[config.mk]
export PLATFORM = sky130hd
export DESIGN_NAME = load_receiver
export DESIGN_NICKNAME = d
export VERILOG_FILES = /design/src/rtl/loader_pkg.sv /design/src/rtl/frame_deser.sv /design/src/rtl/load_receiver.sv
export SDC_FILE = /design/constraint.sdc
export NUM_CORES = 1
export LEC_CHECK = 0
export BUFFER_PORTS_ARGS = -buffer_cell sky130_fd_sc_hd__buf_2
export CAP_MARGIN = 30
export CORE_ASPECT_RATIO = 1.2
export CORE_MARGIN = 3
export CORE_UTILIZATION = 39
export DETAILED_ROUTE_END_ITERATION = 12
export PLACE_DENSITY = 0.71
export REMOVE_ABC_BUFFERS = 1
export SYNTH_ARGS = -nofsm -noshare
export SYNTH_HDL_FRONTEND = slang
export SYNTH_SLANG_ARGS = --single-unit
[constraint.sdc]
create_clock -name clk -period 2.4 [get_ports clk]
set_clock_uncertainty 0.15 [all_clocks]
set_input_delay 0.48 -clock clk [delete_from_list [all_inputs] [get_ports clk]]
set_output_delay 0.48 -clock clk [all_outputs]
set_load 0.05 [all_outputs]
[src/rtl/loader_pkg.sv]
// Shared types and frame-layout constants for the demo loader receiver.
package loader_pkg;

  // Frame layout: {pad, byte, addr}, shifted in LSB first.
  localparam int FRAME_W  = 13;
  localparam int ADDR_LSB = 0;
  localparam int DATA_LSB = 4;
  localparam int PAD_BIT  = 12;

  // Command codes driven by the upstream loader.
  typedef enum logic [1:0] {
    MODE_IDLE = 2'b00,
    MODE_LD_I = 2'b01,
    MODE_LD_D = 2'b10,
    MODE_RUN  = 2'b11
  } mode_t;

  typedef enum logic [2:0] {
    ST_IDLE,
    ST_SHIFT_I,
    ST_SHIFT_D,
    ST_RUN,
    ST_DONE
  } ld_state_t;

endpackage

[src/rtl/frame_deser.sv]
// Serial-to-parallel capture register with a saturating sample counter.
// The register always holds the most recent FRAME_W samples, oldest at bit 0.
module frame_deser #(
  parameter int FRAME_W = 13
) (
  input  logic               clk,
  input  logic               rst,
  input  logic               clr,
  input  logic               en,
  input  logic               bit_in,
  output logic [FRAME_W-1:0] frame,
  output logic               full
);

  localparam int CNT_W = $clog2(FRAME_W + 1);
  localparam logic [CNT_W-1:0] CNT_MAX = CNT_W'(FRAME_W);

  logic [CNT_W-1:0] bit_cnt;
  logic [CNT_W-1:0] cnt_base;

  // A clear in the same cycle as a sample restarts the count at that sample.
  always_comb cnt_base = clr ? '0 : bit_cnt;

  // Shift in one sample per enabled cycle; the count sticks at a full frame.
  always_ff @(posedge clk) begin
    // NOTE: the shift register is a handful of flops, not a RAM, so it is
    // reset along with the control state and never exposes stale samples.
    if (rst) begin
      frame   <= '0;
      bit_cnt <= '0;
    end else if (en) begin
      frame   <= {bit_in, frame[FRAME_W-1:1]};
      bit_cnt <= (cnt_base != CNT_MAX) ? cnt_base + CNT_W'(1) : cnt_base;
    end else if (clr) begin
      bit_cnt <= '0;
    end
  end

  assign full = (bit_cnt == CNT_MAX);

endmodule

[src/rtl/load_receiver.sv]
// Loader receiver: deserializes {pad, byte, addr} frames into one-cycle
// instruction/register-file writes and gates core execution in run mode.
// Optional build macro LOADER_FRAME_CHECK_EN: rejects frames whose pad bit
// is 1 and flags halt_in asserted while not running.
module load_receiver
  import loader_pkg::*;
#(
  parameter int FRAME_W = loader_pkg::FRAME_W,
  parameter int ADDR_W  = 4,
  parameter int DATA_W  = 8
) (
  input  logic              clk,
  input  logic              rst,
  input  logic              mosi_in,
  input  logic [1:0]        mode_in,
  input  logic              halt_in,
  output logic              imem_we,
  output logic              dmem_we,
  output logic [ADDR_W-1:0] wr_addr,
  output logic [DATA_W-1:0] wr_data,
  output logic              run_en,
  output logic              done_out,
  output logic              err_out
);

  ld_state_t          state, state_next;
  mode_t              mode, load_code;
  logic [FRAME_W-1:0] frame;
  logic               full;
  logic               frame_ok;
  logic               deser_clr, deser_en;
  logic               commit, imem_we_next, dmem_we_next, err_set;

  assign mode = mode_t'(mode_in);

  frame_deser #(
    .FRAME_W (FRAME_W)
  ) u_deser (
    .clk    (clk),
    .rst    (rst),
    .clr    (deser_clr),
    .en     (deser_en),
    .bit_in (mosi_in),
    .frame  (frame),
    .full   (full)
  );

`ifdef LOADER_FRAME_CHECK_EN
  assign frame_ok = ~frame[PAD_BIT];
`else
  logic unused_pad;
  assign unused_pad = frame[PAD_BIT];
  assign frame_ok   = 1'b1;
`endif

  // Next-state, sampling control and write/error decisions.
  always_comb begin
    // NOTE: every signal gets a default before the case so no path leaves
    // one unassigned, which would otherwise infer a latch.
    state_next   = state;
    load_code    = MODE_LD_I;
    deser_clr    = 1'b0;
    deser_en     = 1'b0;
    commit       = 1'b0;
    imem_we_next = 1'b0;
    dmem_we_next = 1'b0;
    err_set      = 1'b0;

    case (state)
      ST_IDLE: begin
        // The detection cycle is also the first sample of the frame.
        case (mode)
          MODE_LD_I: begin
            state_next = ST_SHIFT_I;
            deser_clr  = 1'b1;
            deser_en   = 1'b1;
          end
          MODE_LD_D: begin
            state_next = ST_SHIFT_D;
            deser_clr  = 1'b1;
            deser_en   = 1'b1;
          end
          MODE_RUN: state_next = ST_RUN;
          default:  state_next = ST_IDLE;
        endcase
`ifdef LOADER_FRAME_CHECK_EN
        if (halt_in) err_set = 1'b1;
`endif
      end

      ST_SHIFT_I, ST_SHIFT_D: begin
        load_code = (state == ST_SHIFT_I) ? MODE_LD_I : MODE_LD_D;
        if (mode == load_code) begin
          deser_en = 1'b1;
        end else if (mode == MODE_IDLE) begin
          state_next = ST_IDLE;
          if (full && frame_ok) begin
            commit       = 1'b1;
            imem_we_next = (state == ST_SHIFT_I);
            dmem_we_next = (state == ST_SHIFT_D);
          end else begin
            err_set = 1'b1;
          end
        end else begin
          // A different command mid-frame drops the partial frame.
          state_next = ST_IDLE;
          err_set    = 1'b1;
        end
`ifdef LOADER_FRAME_CHECK_EN
        if (halt_in) err_set = 1'b1;
`endif
      end

      ST_RUN: begin
        if (mode != MODE_RUN) state_next = ST_IDLE;
        else if (halt_in)     state_next = ST_DONE;
      end

      ST_DONE: begin
        if (mode != MODE_RUN) state_next = ST_IDLE;
      end

      default: state_next = ST_IDLE;
    endcase
  end

  // State and output registers; run/done are decoded from the next state.
  always_ff @(posedge clk) begin
    // NOTE: sequential state uses non-blocking assignments so every register
    // sees pre-edge values regardless of statement order.
    if (rst) begin
      state    <= ST_IDLE;
      imem_we  <= 1'b0;
      dmem_we  <= 1'b0;
      wr_addr  <= '0;
      wr_data  <= '0;
      run_en   <= 1'b0;
      done_out <= 1'b0;
      err_out  <= 1'b0;
    end else begin
      state    <= state_next;
      imem_we  <= imem_we_next;
      dmem_we  <= dmem_we_next;
      run_en   <= (state_next == ST_RUN);
      done_out <= (state_next == ST_DONE);
      if (commit) begin
        wr_addr <= frame[ADDR_LSB +: ADDR_W];
        wr_data <= frame[DATA_LSB +: DATA_W];
      end
      if (err_set) err_out <= 1'b1;
    end
  end

endmodule

# Word level (Yosys, flattened, before mapping)
# Cells that the tools add are included.
# totals
register_bits	37
inputBits	6
output_inout_bits	17
wordCells	54
# classes
muxes	22
n_eq_ne	13
n_bitwise	3
addsub	1
n_reduce_logical	5
# op_table
op	count
$mux 3	4
$mux 4	3
$pmux 3 s4	1
$mux 1	11
$eq 3x2->1 const B	3
$eq 3x3->1 const B	2
$pmux 2 s3	1
$reduce_or 5->1	1
$add 4x1->4 const B	1
$eq 2x2->1 const B	2
$eq 4x4->1 const B	1
$ne 4x4->1 const B	1
$reduce_or 2->1	2
$eq 3x1->1 const B	1
$logic_not 3->1	1
$not 1->1	3
$eq 2x1->1 const B	1
$eq 2x2->1	1
$logic_not 2->1	1
$mux 2	1
$ne 2x2->1 const B	1
$pmux 1 s2	1

# Depth between registers and ports, before layout
# depth
word_depth	8
ltp_mapped	9

# Modules after synthesis
# Synthesis repeated with hierarchy kept, for this count alone.
# unflattened
hier_cells	170
area_unflattened_um2	1737.9
# modules_own_cells
module	instances	area_per_inst_um2	seq_area_each_um2	cells_per_inst
load_receiver	1	1042.2	400.4	103
frame_deser	1	695.7	340.3	67

# Worst setup path after synthesis
# Ideal clock, no wire load.
# synth_timing
kind	in2reg
from	in mode_in[0]
to	reg u_deser.bit_cnt[1]
slack_ns	0.097
path_buffers	0
arrival_time_ns	2.084
path_stages	7
setup_time_ns	0.069
cell_sequence	inv_1 ha_1 nor4b_2 nand2b_1 ha_1 or4_1 o21ai_1
# synth_between
elab_chain_cells	8
word_cells_on_any_way	13
cone_classes	add/sub: 1; eq/ne: 4; mux: 7; reduce/logical: 1
# synth_rtl
item	line_no	source
start: declaration	load_receiver.sv:15	input logic [1:0] mode_in,
$eq 2x2->1 or $eq 2x1->1 (tied branches)	load_receiver.sv:72	case (mode)
$reduce_or 2->1 (no line)	-	
$mux 1	load_receiver.sv:72	
$mux 1	load_receiver.sv:69	case (state)
$mux 4	-	
$add 4x1->4 or $ne 4x4->1 (tied branches)	frame_deser.sv:33	bit_cnt <= (cnt_base != CNT_MAX) ? cnt_base + CNT_W'(1) : cnt_base;
$mux 4	frame_deser.sv:33	
$mux 4 (*)	frame_deser.sv:31	end else if (en) begin
end signal: assignment	frame_deser.sv:33	
end: declaration	frame_deser.sv:18	logic [CNT_W-1:0] bit_cnt;
# Mark *: on every way between the ends. The rest lies on a longest branch, timed or not.
# A chain may end at the register's enable or synchronous reset.

# Worst setup path in the final report
# layout_timing
from	reg state[1]
to	reg wr_addr[0]
# layout_between
elab_chain_cells	5
word_cells_on_any_way	7
cone_classes	eq/ne: 3; mux: 3; reduce/logical: 1
# layout_rtl
item	line_no	source
start: declaration	load_receiver.sv:26	ld_state_t state, state_next;
start signal: assignment	load_receiver.sv:141	state <= state_next;
$eq 3x1->1	-	
$mux 2	load_receiver.sv:92	load_code = (state == ST_SHIFT_I) ? MODE_LD_I : MODE_LD_D;
$eq 2x2->1	load_receiver.sv:93	if (mode == load_code) begin
$mux 1	load_receiver.sv:93	
$mux 1 (*)	load_receiver.sv:69	
end signal: assignment	load_receiver.sv:147	wr_addr <= frame[ADDR_LSB +: ADDR_W];
end: declaration	load_receiver.sv:19	output logic [ADDR_W-1:0] wr_addr,
# Marks and branches as above.

==> flow_metrics.tcl <==
set metrics [dict create \
    status "complete, no violations" \
    grt_start_max_net_pins 19 \
    design.portCount 23 \
    worst-path-buf-inv 0 \
    cp-end-kind "register" \
    h-tree-depth 2 \
    row_count 25 \
    post_cts_resized 0 \
    worst_slack_ns 0.261 \
    globalplace.congestion 0.866 \
    ir_drop_mv 0.207 \
    grtUsageTotal_pct 15.2 \
    hold_ws_ns 0.273 \
    synth_area_leaders "dfxtp_1 (43%), mux2i_1 (8.1%), a311oi_1 (6.0%), a31o_2 (6.0%), ha_1 (4.3%)" \
    ant_nets 0 \
    ys_ff_latch 37 \
    avgSynthCellArea_um2 9.61 \
    area.growth.synth_to_final_pct 17.4 \
    worstHoldPathType "in2reg" \
    drcViolationCount 0 \
    fmax_ghz 0.468 \
    syn_area_um2 1740 \
    maxSlewHeadroom_pct 66.0 \
    cts_root_buffer "clkbuf_8" \
    cp.required_ns 2.48 \
    post_drt_wl_per_cell_um 13.7 \
    finalWirelength_um 3630 \
    synth_top_area_cell "dfxtp_1" \
    yosysTopAreaCellShare_pct 42.6 \
    wl_met2_um 1780 \
    slowest_stage "and3_1" \
    cpLargestDelayFamily "simple AND/OR/NAND/NOR gates" \
    grt_pass1_wl_um 6130 \
    dp_hpwl_um 2470 \
    crit_type "reg2reg" \
    viasPerCell 5.28 \
    n_antenna_cell 0 \
    drv_slew 0 \
    cap_violations 0 \
    period_minus_slack_ns 2.14 \
    cp_max_fo 12 \
    synth_cell_types 41 \
    start_util_pct 42.1 \
    yosysMostFrequentCell "dfxtp_1" \
    final_nets 222 \
    coreArea_um2 4130 \
    io_buffers 22 \
    hold_viol 0 \
    cts_setup_buffers 0 \
    final_util_pct 49.5 \
    drive_gt1_share_pct 28.6 \
    p_leak_nw 0.887 \
    netlist_instances 181 \
    async_reset_ff_share_pct 0 \
    holdBufCountCts 0 \
    rsz0062_at_grt "no" \
    dieArea_um2 5300 \
    antenna_found_initial 0 \
    die_w_um 67.0 \
    synth-edff-count 0 \
    gr-total-overflow 0 \
    r2r_slack_ns 0.26 \
    clk_path_buf_depth 2 \
    seq_area_frac_synth_pct 42.6 \
    die_h_um 79.2 \
    worstMarginPinSlew_ns 0.507 \
    ys_warn_count 0 \
    min_period_over_period_pct 89.1 \
    drtIter0Drc 90 \
    synthTopCellsByCount "dfxtp_1 (37), inv_1 (19), nor2_1 (19), mux2i_1 (14)" \
    wirelength_met1_um 1650 \
    grt_pass1_vias 1332 \
    synth_top_flop_cell "dfxtp_1" \
    cts_tree "yes" \
    place_ws_ns 0.0273 \
    tns_ns 0 \
    first_pass_iters 4 \
    path_cells "or2b_1 > o22ai_2 > and3_1 > a31o_2" \
    clock-sinks 37 \
    clk_latency_ns 0.29 \
    cp.arrival_ns 2.22 \
    via_count 1394 \
    start_kind "register" \
    power.density_nw_per_um2 610 \
    finalSetupViolations 0 \
    critical_path.max_stage_delay_ns 0.54 \
    route.met3.wl_um 126 \
    top_layer_used "met4" \
    cts_buffers 5 \
    clkTransAtPathRegs_ns 0.06 \
]
report_power, final:
group | switching [mW] | leakage, nW | internal [mW]
clock | 0.202 | 0.0443 | 0.228
sequential | 0.0138 | 0.299 | 0.627
combinational | 0.0943 | 0.543 | 0.0800
per-layer routing:
layer  vias up  track usage [%]
met5         -                0
met4         0             8.52
met3         8             3.68
met2        20             25.4
met1       658             17.4
li1        708                -
placed cells by master (no fill, tap or decap), drive strengths merged, types with 4 or more instances in the layout:
master  instances
a311oi         12
a31o           12
buf            34
clkbuf          7
dfxtp          37
ha              6
inv            19
mux2i          14
nor2           19
nor2b           4
o21ai           5
sequential cells by signal (all words and copies together) (netlist names):
register and flops:
dmem_we 1, done_out 1, err_out 1, imem_we 1
run_en 1, state 3, u_deser.bit_cnt 4, u_deser.frame 13
wr_addr 4, wr_data 8
tightest hold or removal path: cells and delay by family:
| family | cells | cell delay, ns |
|---|---|---|
| buffers and inverters | 1 | 0.07 |
| AND/OR/NAND/NOR | 1 | 0.07 |
| multiplexers | 1 | 0.05 |
stage by stage:
stage	instances	instance area [um^2]	power, mW
after global placement	257	1960	0.827
after floorplan	169	1680	0.756
final	264	2040	1.25
after detailed placement	257	1960	0.828
after global routing	264	2040	1.31
after CTS	264	2040	1.26
kinds of logic (layout without fill, tap and decap cells):
group / Yosys count / in the layout / synth area share [%]
AND/OR/NAND/NOR: 51 / 51 / 17.6
AO/OA/AOI/OAI: 40 / 40 / 19.3
flip-flops: 37 / 37 / 42.6
buffers and inverters: 33 / 62 / 8.20
multiplexers: 14 / 14 / 8.06
adder cells (fa/ha/maj): 6 / 6 / 4.32
layout make-up:
type	count	area, um^2
tap	54	67.6
timing repair buffer	34	213
clock buffer	7	86.3
sequential	37	741
multi-input combinational	111	856
fill	422	2090
inverter	21	78.8
worst paths after layout:
| check | from | endpoint | depth (start not counted) |
|---|---|---|---|
| max reg2reg | state[1] | wr_addr[0] | 4 |
| max | state[1] | wr_addr[0] | 4 |
| min | mosi_in | u_deser.frame[12] | 3 |
| min reg2reg | err_out | err_out | 2 |
(Power assumes the default switching activity.)
